File: src/rtl/div_ratio_ctrl.sv
// div_ratio_ctrl: run-time controller for the integer clock divider.
// Ratio updates arrive over a valid/ready handshake. While the divider is
// running, an update is held pending and swapped in only at a period
// boundary, so clk_div_out never produces a runt pulse. A stop request
// always lets the current period finish before the divider goes idle.
module div_ratio_ctrl #(
  parameter int CNT_W       = 8,
  parameter int DEFAULT_DIV = 4
) (
  input  logic             clk,
  input  logic             rst,
  input  logic             en,
  input  logic             cfg_valid,
  input  logic [CNT_W-1:0] cfg_div,
  output logic             cfg_ready,
  output logic             clk_div_out,
  output logic             tick,
  output logic [CNT_W-1:0] active_div,
  output logic             busy,
  output logic             cfg_err
);

  localparam logic [1:0] ST_IDLE = 2'd0;
  localparam logic [1:0] ST_RUN  = 2'd1;
  localparam logic [1:0] ST_STOP = 2'd2;

  logic [1:0]       state;
  logic [CNT_W-1:0] cnt;
  logic [CNT_W-1:0] pend_div;
  logic             pend_valid;

  logic             cfg_xfer;
  logic             cfg_legal;
  logic             boundary;
  logic [CNT_W-1:0] next_div;
  logic [CNT_W-1:0] next_half;
  logic [CNT_W-1:0] next_cnt;

  assign cfg_ready = !pend_valid;
  assign busy      = (state != ST_IDLE);
  assign cfg_xfer  = cfg_valid && cfg_ready;
  assign cfg_legal = (cfg_div >= CNT_W'(2));

  // Last cycle of the current period; only meaningful while counting.
  assign boundary  = (state != ST_IDLE) && (cnt == active_div - CNT_W'(1));

  // At a boundary the next period already runs with the pending ratio, so the
  // output level for cnt=0 must be derived from that ratio, not the old one.
  assign next_div  = (boundary && pend_valid) ? pend_div : active_div;
  assign next_half = next_div >> 1;
  assign next_cnt  = boundary ? '0 : cnt + CNT_W'(1);

  // Run/stop sequencing, period counter and the registered divided clock.
  always_ff @(posedge clk or posedge rst) begin
    if (rst) begin
      state       <= ST_IDLE;
      cnt         <= '0;
      clk_div_out <= 1'b0;
      tick        <= 1'b0;
    end else begin
      case (state)
        ST_IDLE: begin
          cnt  <= '0;
          tick <= 1'b0;
          if (en) begin
            state       <= ST_RUN;
            clk_div_out <= 1'b1;
          end else begin
            clk_div_out <= 1'b0;
          end
        end
        ST_RUN: begin
          cnt         <= next_cnt;
          tick        <= boundary;
          clk_div_out <= (next_cnt < next_half);
          if (!en) state <= ST_STOP;
        end
        ST_STOP: begin
          tick <= boundary;
          if (boundary) begin
            state       <= ST_IDLE;
            cnt         <= '0;
            clk_div_out <= 1'b0;
          end else begin
            cnt         <= next_cnt;
            clk_div_out <= (next_cnt < next_half);
          end
        end
        default: begin
          state       <= ST_IDLE;
          cnt         <= '0;
          clk_div_out <= 1'b0;
          tick        <= 1'b0;
        end
      endcase
    end
  end

  // Ratio bookkeeping: active ratio, pending flag and sticky illegal-ratio flag.
  // A transfer needs pend_valid=0, so it never collides with a pending apply.
  always_ff @(posedge clk or posedge rst) begin
    if (rst) begin
      active_div <= CNT_W'(DEFAULT_DIV);
      pend_valid <= 1'b0;
      cfg_err    <= 1'b0;
    end else begin
      if (boundary && pend_valid) begin
        active_div <= pend_div;
        pend_valid <= 1'b0;
      end
      if (cfg_xfer) begin
        if (!cfg_legal) begin
          cfg_err <= 1'b1;
        end else begin
          cfg_err <= 1'b0;
          if (state == ST_IDLE) active_div <= cfg_div;
          else                  pend_valid <= 1'b1;
        end
      end
    end
  end

  // Pending ratio storage; only meaningful while pend_valid is set.
  always_ff @(posedge clk) begin
    if (cfg_xfer && cfg_legal && (state != ST_IDLE)) pend_div <= cfg_div;
  end

endmodule

File: config.mk
export PLATFORM = sky130hd
export DESIGN_NAME = div_ratio_ctrl
export DESIGN_NICKNAME = d
export VERILOG_FILES = /design/src/rtl/div_ratio_ctrl.sv
export SDC_FILE = /design/constraint.sdc
export NUM_CORES = 1
export LEC_CHECK = 0
export ABC_AREA = 1
export ABC_CLOCK_PERIOD_IN_PS = 7530
export CAP_MARGIN = 20
export CORE_MARGIN = 3
export CORE_UTILIZATION = 45
export CTS_BUF_LIST = sky130_fd_sc_hd__clkbuf_4 sky130_fd_sc_hd__clkbuf_8
export DETAILED_ROUTE_END_ITERATION = 8
export HOLD_SLACK_MARGIN = 0.03
export PLACE_DENSITY = 0.68
export SYNTH_ARGS = -nofsm -noshare
export SYNTH_HDL_FRONTEND = slang
export SYNTH_SLANG_ARGS = --single-unit
File: constraint.sdc
create_clock -name clk -period 7.53 [get_ports clk]
set_input_delay 0.753 -clock clk [delete_from_list [all_inputs] [get_ports clk]]
set_output_delay 0.753 -clock clk [all_outputs]
set_load 0.02 [all_outputs]
# Word level (Yosys, flattened, before mapping)
# Index checks and enable logic that the tools add are counted.
dict set report op_classes {
  addsub 2
  n_mul 0
  div 0
  order_cmp 2
  n_eq_ne 6
  shifts 0
  n_mux 20
  n_bitwise 0
  n_reduce_logical 10
}
# operator count
set op_table {}
lappend op_table {{$mux W8} 6}
lappend op_table {{$pmux W8 S2} 1}
lappend op_table {{$add A8 B1 Y8 const B} 1}
lappend op_table {{$eq A8 B8 Y1} 1}
lappend op_table {{$ge A8 B2 Y1 const B} 1}
lappend op_table {{$lt A8 B7 Y1} 1}
lappend op_table {{$mux W1} 8}
lappend op_table {{$sub A8 B1 Y8 const B} 1}
lappend op_table {{$mux W2} 3}
lappend op_table {{$ne A2 B2 Y1 const B} 3}
lappend op_table {{$pmux W2 S3} 1}
lappend op_table {{$logic_and A1 B1 Y1} 5}
lappend op_table {{$pmux W1 S3} 1}
lappend op_table {{$reduce_and A3 Y1} 1}
lappend op_table {{$eq A2 B1 Y1 const B} 1}
lappend op_table {{$eq A2 B2 Y1 const B} 1}
lappend op_table {{$logic_not A2 Y1} 1}
lappend op_table {{$reduce_bool A2 Y1} 1}
lappend op_table {{$reduce_or A2 Y1} 1}
lappend op_table {{$logic_not A1 Y1} 1}
dict set report totals {
  reg_bits 30
  latchBits 0
  ram_bits 0
  mem_bits_ro 0
  in_bits 12
  output_inout_bits 13
  word_cells 48
  n_memories 0
}

# Logic depth before layout (Yosys ltp)
dict set report depth {
  word_depth 8
  depth_mapped 22
  mapped_depth_nobuf 21
}

# Worst setup path before layout
# Ideal clock, no wire load.
dict set report synth_timing {
  path_type {reg-to-reg}
  start {reg state[0]}
  end {reg clk_div_out}
  setup_ns 0.073
  t_arrival_ns 2.665
  required_time_ns 7.457
  slack_ns 4.792
  path_stages_with_launch 18
  n_path_buf 1
  synth_period_minus_slack_ns 2.738
  path_cell_list {dfrtp_1 -> inv_1 -> ha_1 -> inv_1 -> o21ai_0 -> nor3_1 -> nand3_1 -> nor2_4 -> nand3_2 -> buf_2 -> nand2_1 -> o21ai_0 -> ha_1 -> a21oi_1 -> nand3_1 -> a41oi_1 -> nand2_1 -> a21oi_2}
}
dict set report synth_via {
  elab_chain_len 7
  elab_cells_between_ends 11
  cone_classes {order compare (1); eq/ne (2); mux (4); reduce/logical (4)}
}
# element line
set synth_rtl {}
lappend synth_rtl {{start: declaration} 27} ;# logic [1:0] state;
lappend synth_rtl {{start signal: assignment} 56} ;# state <= ST_IDLE;
lappend synth_rtl {{start signal: assignment} 66} ;# state <= ST_RUN;
lappend synth_rtl {{start signal: assignment} 76} ;# if (!en) state <= ST_STOP;
lappend synth_rtl {{$reduce_bool A2 Y1 *} n/a}
lappend synth_rtl {{net busy} 19} ;# output logic busy,
lappend synth_rtl {{$logic_and A1 B1 Y1 *} 45} ;# assign boundary = (state != ST_IDLE) && (cnt == active_div - CNT_W'(1));
lappend synth_rtl {{$logic_and A1 B1 Y1} 49} ;# assign next_div = (boundary && pend_valid) ? pend_div : active_div;
lappend synth_rtl {{$mux W8} 49}
lappend synth_rtl {{$lt A8 B7 Y1} {75, 86}}
lappend synth_rtl {{$mux W1} 80} ;# if (boundary) begin
lappend synth_rtl {{$pmux W1 S3 *} 61} ;# case (state)
lappend synth_rtl {{end signal: assignment} 75} ;# clk_div_out <= (next_cnt < next_half);
lappend synth_rtl {{end signal: assignment} 86} ;# clk_div_out <= (next_cnt < next_half);
lappend synth_rtl {{end: declaration} 16} ;# output logic clk_div_out,
# Mark *: on every way through the listed nets, which the timed path passes. The rest lies on a longest branch.
# A chain may end at the register's enable or synchronous reset.

# Worst setup path in the final report
dict set report layout_timing {
  start {reg state[0]}
  end {reg clk_div_out}
}
dict set report layout_via {
  elab_chain_len 7
  elab_cells_between_ends 11
  cone_classes {order compare (1); eq/ne (2); mux (4); reduce/logical (4)}
}
# element line
set layout_rtl {}
lappend layout_rtl {{$reduce_bool A2 Y1} 45}
lappend layout_rtl {{$logic_and A1 B1 Y1} 45}
lappend layout_rtl {{$logic_and A1 B1 Y1} 49}
lappend layout_rtl {{$mux W8} 49}
lappend layout_rtl {{$lt A8 B7 Y1} {75, 86}}
lappend layout_rtl {{$mux W1} 80}
lappend layout_rtl {{$pmux W1 S3 *} 61}
# Mark *: on every way between the ends. The rest lies on a longest branch, timed or not.

==> summary.md <==
| Metric | Value |
|---|---|
| Ys async rst share | 0.733 |
| Initial antenna violation count | 0 |
| CTS Root Cell | clkbuf_8 |
| Clk_lat worst skew | 280 ps |
| Clock sink total | 30 |
| Origin of the critical flop-to-flop path | state[0] |
| Final setup vio count | 0 |
| GP Congestion | 0.924 |
| # diodes | 0 |
| Commonest cells post-synth | nand2_1, inv_1, dfrtp_1, nor2_1, o21ai_0 |
| Max-Cap Viols | 0 |
| Sequential power share | 0.444 |
| # IOs | 25 |
| Worst-margin pin slew | 942 ps |
| Residual DRC count | 0 |
| CP delay by family, top | compound AO/OA/AOI/OAI gates |
| Mapped Cells | 231 |
| Hold Path Class | flop to flop |
| Combinational share of power | 0.252 |
| Hold_buf cts | 0 |
| Status | complete, no violations |
| Post-layout min period | 3050 ps |
| Worst Setup End Kind | flop |
| Synth warn | 0 |
| ANT nets after route | 0 |
| Grt met3 use | 0.0493 |
| Detail Placement HPWL | 3.46 mm |
| Area growth syn-to-layout | 20.7% |
| WHS Path Cells | 2 |
| Max clock buf depth | 2 |
| Slew HR | 0.365 |
| Cells along the critical path | inv_1 -> ha_1 -> inv_1 -> o21ai_0 -> nor3_1 -> nand3_1 -> nor2_4 -> nand3_2 -> o21ai_0 -> ha_1 -> a21oi_1 -> nand3_1 -> a41oi_1 -> nand2_1 -> a21oi_2 |
| CP Max Fanout | 14 |
| R2R Path End | clk_div_out |
| GRT busiest layer | met2 |
| Mapped Area | 0.00182 mm^2 |
| Internal cell power | 0.287 mW |
| Overall routing resource usage | 0.183 |
| CP Buf/Inv Count | 2 |
| Cell depth of the worst setup path | 15 |
| Number of flops mapped to enable cells by yosys | 8 |
| Drt first pass iters | 4 |
| Crit-path slowest cell | dfrtp_1 |
| WP data arrival | 3260 ps |
| RSZ-0062 raised after global routing | no |
| Core area | 0.00377 mm^2 |
| Synth Flop Type | dfrtp_1 |
| Starting Density | 0.481 |
| Startpoint Class | flop |
| Worst Hold Launch | pend_div[0] |
| GRT met2 Usage | 0.284 |
| IO buf count | 24 |
| Vias in the first global route | 1,504 |
| Pwr dens | 191 mW/mm^2 |
| # resized after CTS | 0 |
| Die W | 69.5 um |
| WP data required | 7740 ps |
| Area leader, netlist | dfrtp_1 |
| Max IR drop VDD | 0.134 mV |
| Post-Route WL | 4.28 mm |
| Register area share after synthesis | 0.436 |
| CTS tree | built |
| WL/cell | 13.8 um |
| Vias/cell | 5.12 |
| Clk pwr share | 0.304 |
| Seq cells post-synth | 30 |
| Most common cell in the netlist | nand2_1 |
| Post-synth top area share | 0.289 |
| Share of cells above drive strength 1 | 0.0996 |
| Reg clk slew, reported paths | 70 ps |
| TNS Setup | 0 ps |
| Die height | 69.5 um |
| Net Switching | 0.133 mW |
| Post-CTS Setup Bufs | 0 |
| Largest net degree at the start of global routing | 23 |
| Sw Share | 0.317 |
| H-tree depth | 2 |
| Via count | 1,583 |
| Synth area leaders | dfrtp_1, edfxtp_1, nand2_1, ha_1, inv_1 |
| Num CTS Buffers | 5 |
| Max Slew Vio Count | 0 |
| DIE AREA | 0.00483 mm^2 |
| First-pass GRT wire length | 7.04 mm |
| Final-stage net count | 284 |
| Worst R2R Path Depth | 15 |
| Final-report hold violation count | 0 |
| Syn Nets | 255 |
| M1 GR Usage | 0.253 |
| Yosys cell types | 29 |
| CP max stage delay | 390 ps |
| Initial DRC count | 134 |
| Syn Area/Cell | 7.86 um^2 |
| Worst Hold Path EP | active_div[0] |
| Flop2flop setup slack | 4480 ps |
| # rows | 22 |
| Hold_ws | 517 ps |
| Fmax achieved | 0.328 GHz |
| Worst Clk Skew | 6.61 ps |
| Total gr overflow | 0 |
| Type of the worst setup path | flop to flop |
| Tcrit/Tclk final | 0.405 |
| Leakage power total | 1.03 nW |
## how the worst max path moves through the flow
stage,slack [ps],to,start
after CTS,4440,clk_div_out,state[0]
after floorplan,4790,clk_div_out,state[0]
after global routing,4170,clk_div_out,state[0]
after detailed placement,4450,clk_div_out,state[0]
final,4480,clk_div_out,state[0]
after global placement,4590,clk_div_out,state[0]
## logic make-up after synthesis
group | share of synthesized area
AOI/OAI and AO/OA | 0.102
xor gates and xnor gates | 0.0145
adders and majority gates | 0.0827
buffers and inverters | 0.0772
DFF | 0.436
muxes | 0.00551
and+or+nand+nor | 0.282
## layer usage
metal  routed length, um  share of wire
met2                2010           0.47
met5                   0              0
met1                1980           0.46
met3                 213          0.050
met4                  72          0.017
## flip-flops by register name (all words and copies together) (netlist names)
name and flops:
cfg_err 1, pend_div 8, active_div 8, clk_div_out 1
cnt 8, pend_valid 1, state 2, tick 1
## cells in the final DEF, fill, tap and decap left out, types with 2 or more instances in the layout
| cell type | instances |
|---|---|
| o21ai_0 | 19 |
| ha_1 | 12 |
| nor3_1 | 5 |
| edfxtp_1 | 8 |
| inv_2 | 4 |
| nand2_2 | 4 |
| nand3_2 | 3 |
| nor2_2 | 3 |
| a21oi_1 | 7 |
| inv_1 | 31 |
| nor2_1 | 21 |
| nor4_1 | 2 |
| nand3_1 | 18 |
| o21ai_2 | 2 |
| dfrtp_1 | 21 |
| clkdlybuf4s50_1 | 24 |
| nand2_1 | 57 |
| xnor2_1 | 2 |
| clkbuf_8 | 5 |
## metrics by stage
step                      instances  total power [mW]  utilization  worst slack [ps]  area, um^2
after floorplan                 231             0.257            -              4790        1820
after global placement          301             0.295        0.559              4590        2110
after detailed placement        301             0.297        0.559              4450        2110
after CTS                       309             0.424        0.581              4440        2190
after global routing            309             0.446        0.581              4170        2190
final                           309             0.420        0.581              4480        2190
## power groups by stage
stage                     Sequential, mW  Combinational, mW  Clock, mW
after floorplan                    0.191             0.0661          0
final                              0.186              0.106      0.127
after CTS                          0.186              0.108      0.130
after global routing               0.188              0.120      0.138
after detailed placement           0.190              0.107          0
after global placement             0.190              0.105          0
## layout make-up
cell class,instances,area (um^2)
Multi-Input combinational cell,164,883
Fill cell,365,1580
Sequential cell,30,792
Clock inverter,2,8.76
Timing Repair Buffer,24,240
Inverter,35,131
Clock buffer,6,76.3
Tap cell,48,60.1
## worst reg2reg max path, stage by stage, from the launching register on
cell and delay, ps:
dfrtp_1 390, inv_1 80, ha_1 240, inv_1 180
o21ai_0 120, nor3_1 200, nand3_1 140, nor2_4 130
nand3_2 210, o21ai_0 340, ha_1 320, a21oi_1 150
nand3_1 80, a41oi_1 170, nand2_1 100, a21oi_2 110
Note: power is estimated with default switching activity, not from simulation.
